==> config.mk <==
export PLATFORM = sky130hd
export DESIGN_NAME = gtech_sipo8_flat
export DESIGN_NICKNAME = d
export VERILOG_FILES = /design/src/rtl/gtech_sipo8_if.sv /design/src/rtl/gtech_sipo8.sv /design/src/flat_wrapper.sv
export SDC_FILE = /design/constraint.sdc
export NUM_CORES = 1
export LEC_CHECK = 0
export CORE_ASPECT_RATIO = 0.9
export CORE_MARGIN = 1
export CORE_UTILIZATION = 53
export CTS_CLUSTER_DIAMETER = 80
export DETAILED_ROUTE_END_ITERATION = 8
export HOLD_SLACK_MARGIN = 0.15
export PLACE_DENSITY = 0.86
export SYNTH_ARGS = -nofsm -noshare
export SYNTH_HDL_FRONTEND = slang
export SYNTH_SLANG_ARGS = --single-unit
==> constraint.sdc <==
create_clock -name CP -period 2.33 [get_ports CP]
set_input_delay 0.3495 -clock CP [delete_from_list [all_inputs] [get_ports CP]]
set_output_delay 0.3495 -clock CP [all_outputs]
set_load 0.05 [all_outputs]
==> src/rtl/gtech_sipo8_if.sv <==
`default_nettype none
// ============================================================================
// Module   : gtech_sipo8_if
// Brief    : Serial-in / parallel-out handshake bundle for gtech_sipo8.
// Revision : 1.0 - initial release
// ============================================================================
interface gtech_sipo8_if #(
    parameter int WIDTH = 8
);
    logic             SI;
    logic             SI_VALID;
    logic             SI_READY;
    logic             SYNC;
    logic [WIDTH-1:0] PO;
    logic             OUT_VALID;
    logic             OUT_READY;
    logic             OVERRUN;

    // Assembler side: consumes the serial stream, produces the parallel word.
    modport slave (
        input  SI,
        input  SI_VALID,
        input  SYNC,
        input  OUT_READY,
        output SI_READY,
        output PO,
        output OUT_VALID,
        output OVERRUN
    );

    // Environment side: serial source and parallel sink.
    modport master (
        output SI,
        output SI_VALID,
        output SYNC,
        output OUT_READY,
        input  SI_READY,
        input  PO,
        input  OUT_VALID,
        input  OVERRUN
    );
endinterface
`default_nettype wire

==> src/rtl/gtech_sipo8.sv <==
`default_nettype none
// ============================================================================
// Module   : gtech_sipo8
// Brief    : Serial-to-parallel word assembler with valid/ready on both sides.
// Revision : 1.0 - initial release
// ============================================================================
module gtech_sipo8 #(
    parameter int WIDTH     = 8,
    parameter bit MSB_FIRST = 1'b1
) (
    input  wire logic      CP,
    input  wire logic      CD,
    gtech_sipo8_if.slave   bus
);
    localparam int            CW     = $clog2(WIDTH);
    localparam logic [CW-1:0] C_LAST = CW'(WIDTH - 1);

    logic [WIDTH-1:0] r_sr;
    logic [WIDTH-1:0] r_po;
    logic [CW-1:0]    r_cnt;
    logic             r_out_valid;
    logic             r_overrun;

    logic [WIDTH-1:0] w_sr_base;
    logic [WIDTH-1:0] w_sr_next;
    logic [CW-1:0]    w_cnt_eff;
    logic [CW-1:0]    w_cnt_next;
    logic             w_last;
    logic             w_ready;
    logic             w_acc;
    logic             w_done;

    // SYNC restarts framing in the same cycle, so the current bit (if any)
    // is evaluated against an empty shift register and a zero count.
    always_comb begin
        w_cnt_eff  = bus.SYNC ? '0 : r_cnt;
        w_sr_base  = bus.SYNC ? '0 : r_sr;
        w_last     = (w_cnt_eff == C_LAST);
        w_ready    = !(w_last && r_out_valid && !bus.OUT_READY);
        w_acc      = bus.SI_VALID && w_ready;
        w_done     = w_acc && w_last;
        w_cnt_next = w_cnt_eff;
        if (w_acc) begin
            w_cnt_next = w_last ? '0 : (w_cnt_eff + CW'(1));
        end
    end

    generate
        if (MSB_FIRST) begin : g_msb_first
            assign w_sr_next = {w_sr_base[WIDTH-2:0], bus.SI};
        end else begin : g_lsb_first
            assign w_sr_next = {bus.SI, w_sr_base[WIDTH-1:1]};
        end
    endgenerate

    always_ff @(posedge CP) begin
        if (!CD) begin
            r_sr        <= '0;
            r_cnt       <= '0;
            r_po        <= '0;
            r_out_valid <= 1'b0;
            r_overrun   <= 1'b0;
        end else begin
            r_sr  <= w_acc ? w_sr_next : w_sr_base;
            r_cnt <= w_cnt_next;
            if (bus.SYNC && (r_cnt != '0)) begin
                r_overrun <= 1'b1;
            end
            // A completion wins over a drain so back-to-back words never bubble.
            if (w_done) begin
                r_po        <= w_sr_next;
                r_out_valid <= 1'b1;
            end else if (bus.OUT_READY) begin
                r_out_valid <= 1'b0;
            end
        end
    end

    assign bus.SI_READY  = w_ready;
    assign bus.PO        = r_po;
    assign bus.OUT_VALID = r_out_valid;
    assign bus.OVERRUN   = r_overrun;
endmodule
`default_nettype wire

==> src/flat_wrapper.sv <==
// flat-port wrapper written by rule: the top's interface ports become plain ports
module gtech_sipo8_flat 
#(
    parameter int WIDTH     = 8,
    parameter bit MSB_FIRST = 1'b1
)
  (CP, CD, bus_SI, bus_SI_VALID, bus_SYNC, bus_OUT_READY, bus_SI_READY, bus_PO, bus_OUT_VALID, bus_OVERRUN);
  gtech_sipo8_if #(.WIDTH(WIDTH)) bus_i ();
  input  wire logic CP;
  input  wire logic CD;
  input wire logic [$bits(bus_i.SI)-1:0] bus_SI;
  input wire logic [$bits(bus_i.SI_VALID)-1:0] bus_SI_VALID;
  input wire logic [$bits(bus_i.SYNC)-1:0] bus_SYNC;
  input wire logic [$bits(bus_i.OUT_READY)-1:0] bus_OUT_READY;
  output wire logic [$bits(bus_i.SI_READY)-1:0] bus_SI_READY;
  output wire logic [$bits(bus_i.PO)-1:0] bus_PO;
  output wire logic [$bits(bus_i.OUT_VALID)-1:0] bus_OUT_VALID;
  output wire logic [$bits(bus_i.OVERRUN)-1:0] bus_OVERRUN;
  assign bus_i.SI = bus_SI;
  assign bus_i.SI_VALID = bus_SI_VALID;
  assign bus_i.SYNC = bus_SYNC;
  assign bus_i.OUT_READY = bus_OUT_READY;
  assign bus_SI_READY = bus_i.SI_READY;
  assign bus_PO = bus_i.PO;
  assign bus_OUT_VALID = bus_i.OUT_VALID;
  assign bus_OVERRUN = bus_i.OVERRUN;
  gtech_sipo8 #(.WIDTH(WIDTH), .MSB_FIRST(MSB_FIRST)) u_core (.CP(CP), .CD(CD), .bus(bus_i));
endmodule
==> results of run 1 <==
[Yosys cell counts (all sizes together)]
cell	instances	share of area [%]
a21boi	10	8.5
and2	1	0.71
and2b	1	0.85
and3b	1	1.0
buf	3	3.1
clkbuf	1	0.43
dfxtp	20	46
ha	2	2.8
inv	2	0.85
mux2i	9	10
nand2	14	6.8
nand3	1	0.57
nand4b	7	7.0
nor2b	4	2.8
nor3	1	0.57
o21a	2	1.7
o21ai	8	4.6
o31a	1	1.0
or2b	1	0.85
[cells by family (layout without fill, tap and decap cells)]
logic type | after synthesis | after routing | share of synthesized area [%]
simple gates | 31 | 31 | 21.2
compound gates | 21 | 21 | 15.8
flops | 20 | 20 | 45.5
mux | 9 | 9 | 10.2
buf+inv | 6 | 23 | 4.41
fa+ha+maj | 2 | 2 | 2.84
[registers in the layout, indices dropped and copies added, names as in the netlist]
signal                count
u_core.r_cnt              3
u_core.bus.PO             8
u_core.bus.OUT_VALID      1
u_core.bus.OVERRUN        1
u_core.r_sr               7
[layout make-up]
type | instances | area share (%)
clock buffer | 3 | 2.08
inverter | 2 | 0.693
multi-input combinational | 63 | 40.6
sequential | 20 | 37.0
tap | 22 | 2.54
timing repair buffer | 18 | 17.1
[tightest hold or removal path, stage by stage, from the launching register on]
cell                       delay, ns
sky130_fd_sc_hd__dfxtp_1        0.32
sky130_fd_sc_hd__o21ai_0        0.06
sky130_fd_sc_hd__a21boi_1       0.06
[metal layers]
layer  track usage [%]  wire length, um  up-vias
met3              6.61               59        4
met1              23.5              743      310
met4              9.09               31        0
met2              37.3              761       11
met5                 0                0        -
li1                  -                -      346
[power breakdown]
| group | switching, mW | total (mW) | internal, mW |
|---|---|---|---|
| registers | 0.00200 | 0.348 | 0.346 |
| logic | 0.0225 | 0.0464 | 0.0239 |
| clock network | 0.0935 | 0.154 | 0.0603 |
[metrics by stage]
step / instances / utilization, % / cell area [um^2] / hold WS (ns) / worst slack, ns
after detailed placement: 125 / 70.9 / 1060 / 0.465 / 0.112
after global routing: 128 / 72.4 / 1080 / 0.508 / 0.0313
after global placement: 125 / 70.9 / 1060 / 0.452 / 0.154
after floorplan: 89 / - / 880 / 0.438 / 0.478
final: 128 / 72.4 / 1080 / 0.473 / 0.107
after CTS: 128 / 72.4 / 1080 / 0.476 / 0.103
[how the worst min path moves through the flow]
stage,startpoint,end,slack (ns),cells past startpoint
after floorplan,u_core.r_sr[6]$_SDFF_PN0_,u_core.r_sr[6]$_SDFF_PN0_,0.44,2
after global placement,u_core.bus.OVERRUN$_SDFFE_PN0P_,u_core.bus.OVERRUN$_SDFFE_PN0P_,0.45,1
after detailed placement,u_core.bus.PO[2]$_SDFFE_PN0P_,u_core.bus.PO[2]$_SDFFE_PN0P_,0.47,2
after CTS,u_core.bus.PO[2]$_SDFFE_PN0P_,u_core.bus.PO[2]$_SDFFE_PN0P_,0.48,2
after global routing,u_core.bus.PO[7]$_SDFFE_PN0P_,u_core.bus.PO[7]$_SDFFE_PN0P_,0.51,2
final,u_core.bus.PO[2]$_SDFFE_PN0P_,u_core.bus.PO[2]$_SDFFE_PN0P_,0.47,2
==> metrics.md, run 1 <==
| Metric | Value |
|---|---|
| Run status | complete, no violations |
| Synthesized area | slightly below 900 um^2 |
| Tmin final | between 2 and 2.5 ns |
| Post-Syn Instances | 89 |
| Path length in cells of the critical path | 7 |
| Iteration-0 DRC count of the detailed router | 5 |
| Setup_tns | 0 ns |
| Clock latency reported for the late side of the worst-skew pair | 0.30 ns |
| Beginning of the critical path | bus_SYNC |
| Sink Count | 20 |
| Maximum clock rate | about 450 MHz |
| Last element of the critical path | bus_SI_READY |
| Final Net Count | 116 |
| Io pins | 17 |
| Resize count post-CTS | 0 |
| Setup Fix Bufs, Post-CTS | 0 |
| Antenna violations before repair | 0 |
| Critical Path Start Type | input pin |
| Number of port buffers | 16 |
| Setup slack, reg-to-reg | slightly above 0.7 ns |
| Path class of the lowest-slack min-delay path | reg2reg |
| Slowest library cell on the worst path | sky130_fd_sc_hd__clkdlybuf4s50_1 |
| Library cells used by synthesis | 23 |
| Unrepaired setup endpoints after global routing | no |
| Number of buffers created by CTS | 3 |
| Chip Width | 44.9 um |
| Power density over the cells | 505 nW/um^2 |
| Clock slew seen by the registers of the worst setup and hold paths | 0.10 ns |
| Final period utilization | 95.4% |
| Cell seen most often among critical-path stages | sky130_fd_sc_hd__ha_1 |
| Post-synthesis register bit count | 20 |
| Antenna diodes | 0 |
| Data required time at the worst endpoint | 1.98 ns |
| Worst path arrival time | 1.87 ns |
| First-pass GRT wire length | 2570 um |
| Net count after synthesis | 97 |
| Core region area | 1500 um^2 |
| Worst-Margin Slew | 0.496 ns |
| Iteration count of the initial detailed-routing pass | 4 |
| Leak Pwr | 0.411 nW |
| Hold buffers post-CTS | 0 |
| Root Buffer Master | sky130_fd_sc_hd__clkbuf_4 |
| Kind of critical path | in2out |
| Average size of a mapped cell | ~9.9 um^2 |
| FILL cells | 127 |
| Area enclosed by the die boundary | 1830 um^2 |
| Sequential-to-total area share from yosys stat | 45.5% |
| Maximum capacitance violations | 0 |
| Vertical die dimension | 40.6 um |
| Most frequent standard cell in the layout excluding fill and tap cells | sky130_fd_sc_hd__dfxtp_1 |
| DR vias/cell | 5.24 |
| Number of buffer and inverter stages on the critical path | 3 |
| Number of core rows | 13 |
| Number of max-slew violations in the final report | 0 |
| Depth of the worst register-to-register path | 7 |
| Reg-to-Reg Start | u_core.r_cnt[0]$_SDFF_PN0_ |
| Total congestion overflow | 0 |
| Relative slew slack | 66.8% |
| Peak fanout along the critical path | 6 |
| Sequential cell area in the final layout | 400 um^2 |
| Crit path cell chain | clkdlybuf4s50_1, nor2b_1, ha_1, ha_1, and3b_1, inv_2, buf_12 |
| Remaining antenna violation count after routing | 0 |
| Layout cell share with drive strength beyond 1 | 7.55% |
| Largest net degree at the start of global routing | 17 |
| Total power draw | 0.548 mW |
| Final setup fails | 0 |
| CP Capture Type | output pin |
| Detail-routed net length per standard cell | ~12 um |
| Top Family by Delay on Critical Path | buffers and inverters |
| Overall track demand over capacity in global routing | between 20% and 30% |
| Final number of hold-violating endpoints | 0 |
| Area occupied by multi-input gates | 440 um^2 |
| DR vias | 671 |
| Gp weighted congestion | 0.743 |
| Largest stage delay on the critical path | 0.56 ns |
| DRC errors left | 0 |
| Highest-count cells in the layout ignoring fill and taps | sky130_fd_sc_hd__dfxtp_1 (20), sky130_fd_sc_hd__clkdlybuf4s50_1 (15), sky130_fd_sc_hd__nand2_1 (13), sky130_fd_sc_hd__mux2i_1 (9) |
| CTS max path bufs | 2 |
| Setup Skew | between 0.005 and 0.006 ns |
| CTS tree | done |
| Total routed wirelength | 1600 um |
| Vias in the first global route | 590 |
| Synth Warn # | 0 |
| Initial core utilization | 58.8% |
| Detailed-placement wirelength estimate | roughly 1200 um |
| P&R area growth vs syn | 23.2% |
| Worst r2r dst | u_core.r_sr[3]$_SDFF_PN0_ |
| VDD IR-drop max | 0.384 mV |
| H-Tree Level Count | 1 |
(Power assumes the default switching activity.)
==> run 2: changes to the inputs <==
Settings changed: CORE_MARGIN 1 to unset.
==> results of run 2 <==
Same layout as run 1: the final DEF is identical, and so are final timing and power.
==> run 3: changes to the inputs <==
Settings changed: CORE_UTILIZATION 53 to 35, PLACE_DENSITY 0.86 to 0.63.
==> run 3 against run 2 <==
Compared with the run above:
- combinational power down 1%
- critical path depth unchanged
- first-iteration DRC count increased by 80%
- sequential power about the same
- sequential share of layout area shrank 0.21 points
- clock skew down 0.0029 ns
- register-to-register slack barely moved
==> metrics.md, run 3 (same netlist as run 1, synthesis figures left out) <==
| Metric | Value |
|---|---|
| Remaining antenna violation count after routing | 0 (unchanged) |
| Path class of the lowest-slack min-delay path | reg2reg |
| Total routed wirelength | 1500 um (-6.0%) |
| Maximum clock rate | 463 MHz (+2.9%) |
| Detailed-placement wirelength estimate | 1160 um (-4.9%) |
| Slowest library cell on the worst path | sky130_fd_sc_hd__clkdlybuf4s50_1 |
| Reg-to-Reg Start | u_core.r_cnt[0]$_SDFF_PN0_ |
| Final period utilization | 92.7% (-2.7 points) |
| Total power draw | 0.546 mW (-0.30%) |
| Beginning of the critical path | bus_SYNC |
| Area enclosed by the die boundary | 2720 um^2 (+49%) |
| First-pass GRT wire length | 2560 um (-0.27%) |
| Hold buffers post-CTS | 0 (unchanged) |
| Worst path arrival time | 1.81 ns (-0.06 ns) |
| Number of max-slew violations in the final report | 0 (unchanged) |
| Detail-routed net length per standard cell | 11.3 um (-9.5%) |
| Layout cell share with drive strength beyond 1 | 7.55% (unchanged) |
| Most frequent standard cell in the layout excluding fill and tap cells | sky130_fd_sc_hd__dfxtp_1 |
| Iteration-0 DRC count of the detailed router | 9 (+4) |
| Run status | complete, no violations |
| Setup Skew | 0.00238 ns (-0.00287 ns) |
| Post-layout worst setup margin | 0.169 ns (+0.0618 ns) |
| Highest-count cells in the layout ignoring fill and taps | sky130_fd_sc_hd__dfxtp_1 (20), sky130_fd_sc_hd__clkdlybuf4s50_1 (15), sky130_fd_sc_hd__nand2_1 (13), sky130_fd_sc_hd__mux2i_1 (9) |
| Final instance count without filler cells | 133 (+3.9%) |
| Crit path cell chain | clkdlybuf4s50_1, nor2b_1, ha_1, ha_1, and3b_1, inv_2, buf_12 |
| Largest net degree at the start of global routing | 17 (unchanged) |
| Flip-flop count of the largest register after layout | 8 (unchanged) |
| DR vias | 653 (-2.7%) |
| CTS max path bufs | 2 (unchanged) |
| Final Net Count | 116 (unchanged) |
| Number of core rows | 16 (+3) |
| Kind of critical path | in2out |
| Antenna diodes | 0 (unchanged) |
| Setup Fix Bufs, Post-CTS | 0 (unchanged) |
| Power density over the cells | 501 nW/um^2 (-0.87%) |
| Worst-Margin Slew | 0.494 ns (-0.00183 ns) |
| Leak Pwr | 0.411 nW (unchanged) |
| Number of placed cells counting well taps | 130 (+4.0%) |
| Final number of hold-violating endpoints | 0 (unchanged) |
| Initial core utilization | 38.5% (-20 points) |
| DR vias/cell | 4.91 (-6.3%) |
| VDD IR-drop max | 0.359 mV (-6.5%) |
| Total congestion overflow | 0 (unchanged) |
| Number of port buffers | 16 (unchanged) |
| Clock slew seen by the registers of the worst setup and hold paths | 0.10 ns (about the same) |
| Tmin final | 2.16 ns (-0.0618 ns) |
| Post-place setup slack | 0.163 ns (+0.0504 ns) |
| Overall track demand over capacity in global routing | 13.3% (-7.6 points) |
| Iteration count of the initial detailed-routing pass | 3 (-1) |
| Number of buffer and inverter stages on the critical path | 3 (unchanged) |
| HP Start | u_core.r_sr[6]$_SDFF_PN0_ |
| H-Tree Level Count | 1 (unchanged) |
| P&R area growth vs syn | 23.9% |
| Antenna violations before repair | 0 (unchanged) |
| Sink Count | 20 (unchanged) |
| Relative slew slack | 66.9% (+0.12 points) |
| Io pins | 17 (unchanged) |
| Peak fanout along the critical path | 3 (-3) |
| Maximum capacitance violations | 0 (unchanged) |
| Top Family by Delay on Critical Path | buffers and inverters |
| Vias in the first global route | 594 (+0.68%) |
| Core region area | 2280 um^2 (+53%) |
| Resize count post-CTS | 0 (unchanged) |
| Clock latency reported for the late side of the worst-skew pair | 0.29 ns (about the same) |
| DRC errors left | 0 (unchanged) |
| Final setup fails | 0 (unchanged) |
| Chip Width | 54.8 um (+22%) |
| Gp weighted congestion | 0.692 (-6.9%) |
| Number of buffers created by CTS | 3 (unchanged) |
| CP Capture Type | output pin |
| Cell seen most often among critical-path stages | sky130_fd_sc_hd__ha_1 |
| CTS tree | done |
| Setup_tns | 0 ns (unchanged) |
| Largest stage delay on the critical path | 0.51 ns (-0.05 ns) |
| Unrepaired setup endpoints after global routing | no |
| Data required time at the worst endpoint | 1.98 ns (about the same) |
| Vertical die dimension | 49.6 um (+22%) |
| Root Buffer Master | sky130_fd_sc_hd__clkbuf_4 |
| Critical Path Start Type | input pin |
==> run 3: cell counts in the layout (fill, tap and decap cells not counted) <==
No cell type changed its count.
==> run 3: cell type report <==
class | instances | area [um^2]
Clock buffer | 3 | 22.5
Fill cell | 232 | 1190
Inverter | 2 | 7.51
Tap cell | 27 | 33.8
Sequential cell | 20 | 400
Multi-Input combinational cell | 63 | 440
Timing Repair Buffer | 18 | 185
==> run 3: per-layer routing <==
metal / GRT usage [%] / routed length (um) / vias to the layer above
li1: - / - / 347
met1: 15.9 / 725 / 289
met2: 19.9 / 652 / 15
met3: 5.86 / 103 / 2
met4: 6.41 / 19 / 0
met5: 0 / 0 / -
==> run 3: power by group <==
part | switching [mW] | internal [mW]
Combinational | 0.0220 | 0.0239
Clock | 0.0927 | 0.0602
Sequential | 0.00172 | 0.346
==> run 3: path summary, 6_finish.rpt <==
path                          endpoint  slack (ns)  depth (start not counted)
min          u_core.r_sr[6]$_SDFF_PN0_        0.47                          2
min reg2reg  u_core.r_sr[6]$_SDFF_PN0_        0.47                          2
max                       bus_SI_READY        0.17                          7
max reg2reg  u_core.r_sr[5]$_SDFF_PN0_        0.71                          7
==> run 3: worst reg2reg max path, stage by stage (launching register included) <==
cell	delay (ns)
sky130_fd_sc_hd__dfxtp_1	0.34
sky130_fd_sc_hd__nor2b_1	0.20
sky130_fd_sc_hd__ha_1	0.18
sky130_fd_sc_hd__ha_1	0.18
sky130_fd_sc_hd__and3b_1	0.21
sky130_fd_sc_hd__inv_2	0.08
sky130_fd_sc_hd__nand2_4	0.16
sky130_fd_sc_hd__mux2i_1	0.21
==> run 3: through the flow <==
stage | hold WS [ns] | utilization (%) | area (um^2)
finish | 0.473 | 47.8 | 1090
global route | 0.501 | 47.8 | 1090
CTS | 0.479 | 47.8 | 1090
detailed placement | 0.459 | 46.8 | 1070
global placement | 0.454 | 46.8 | 1070
floorplan | 0.438 | - | 880
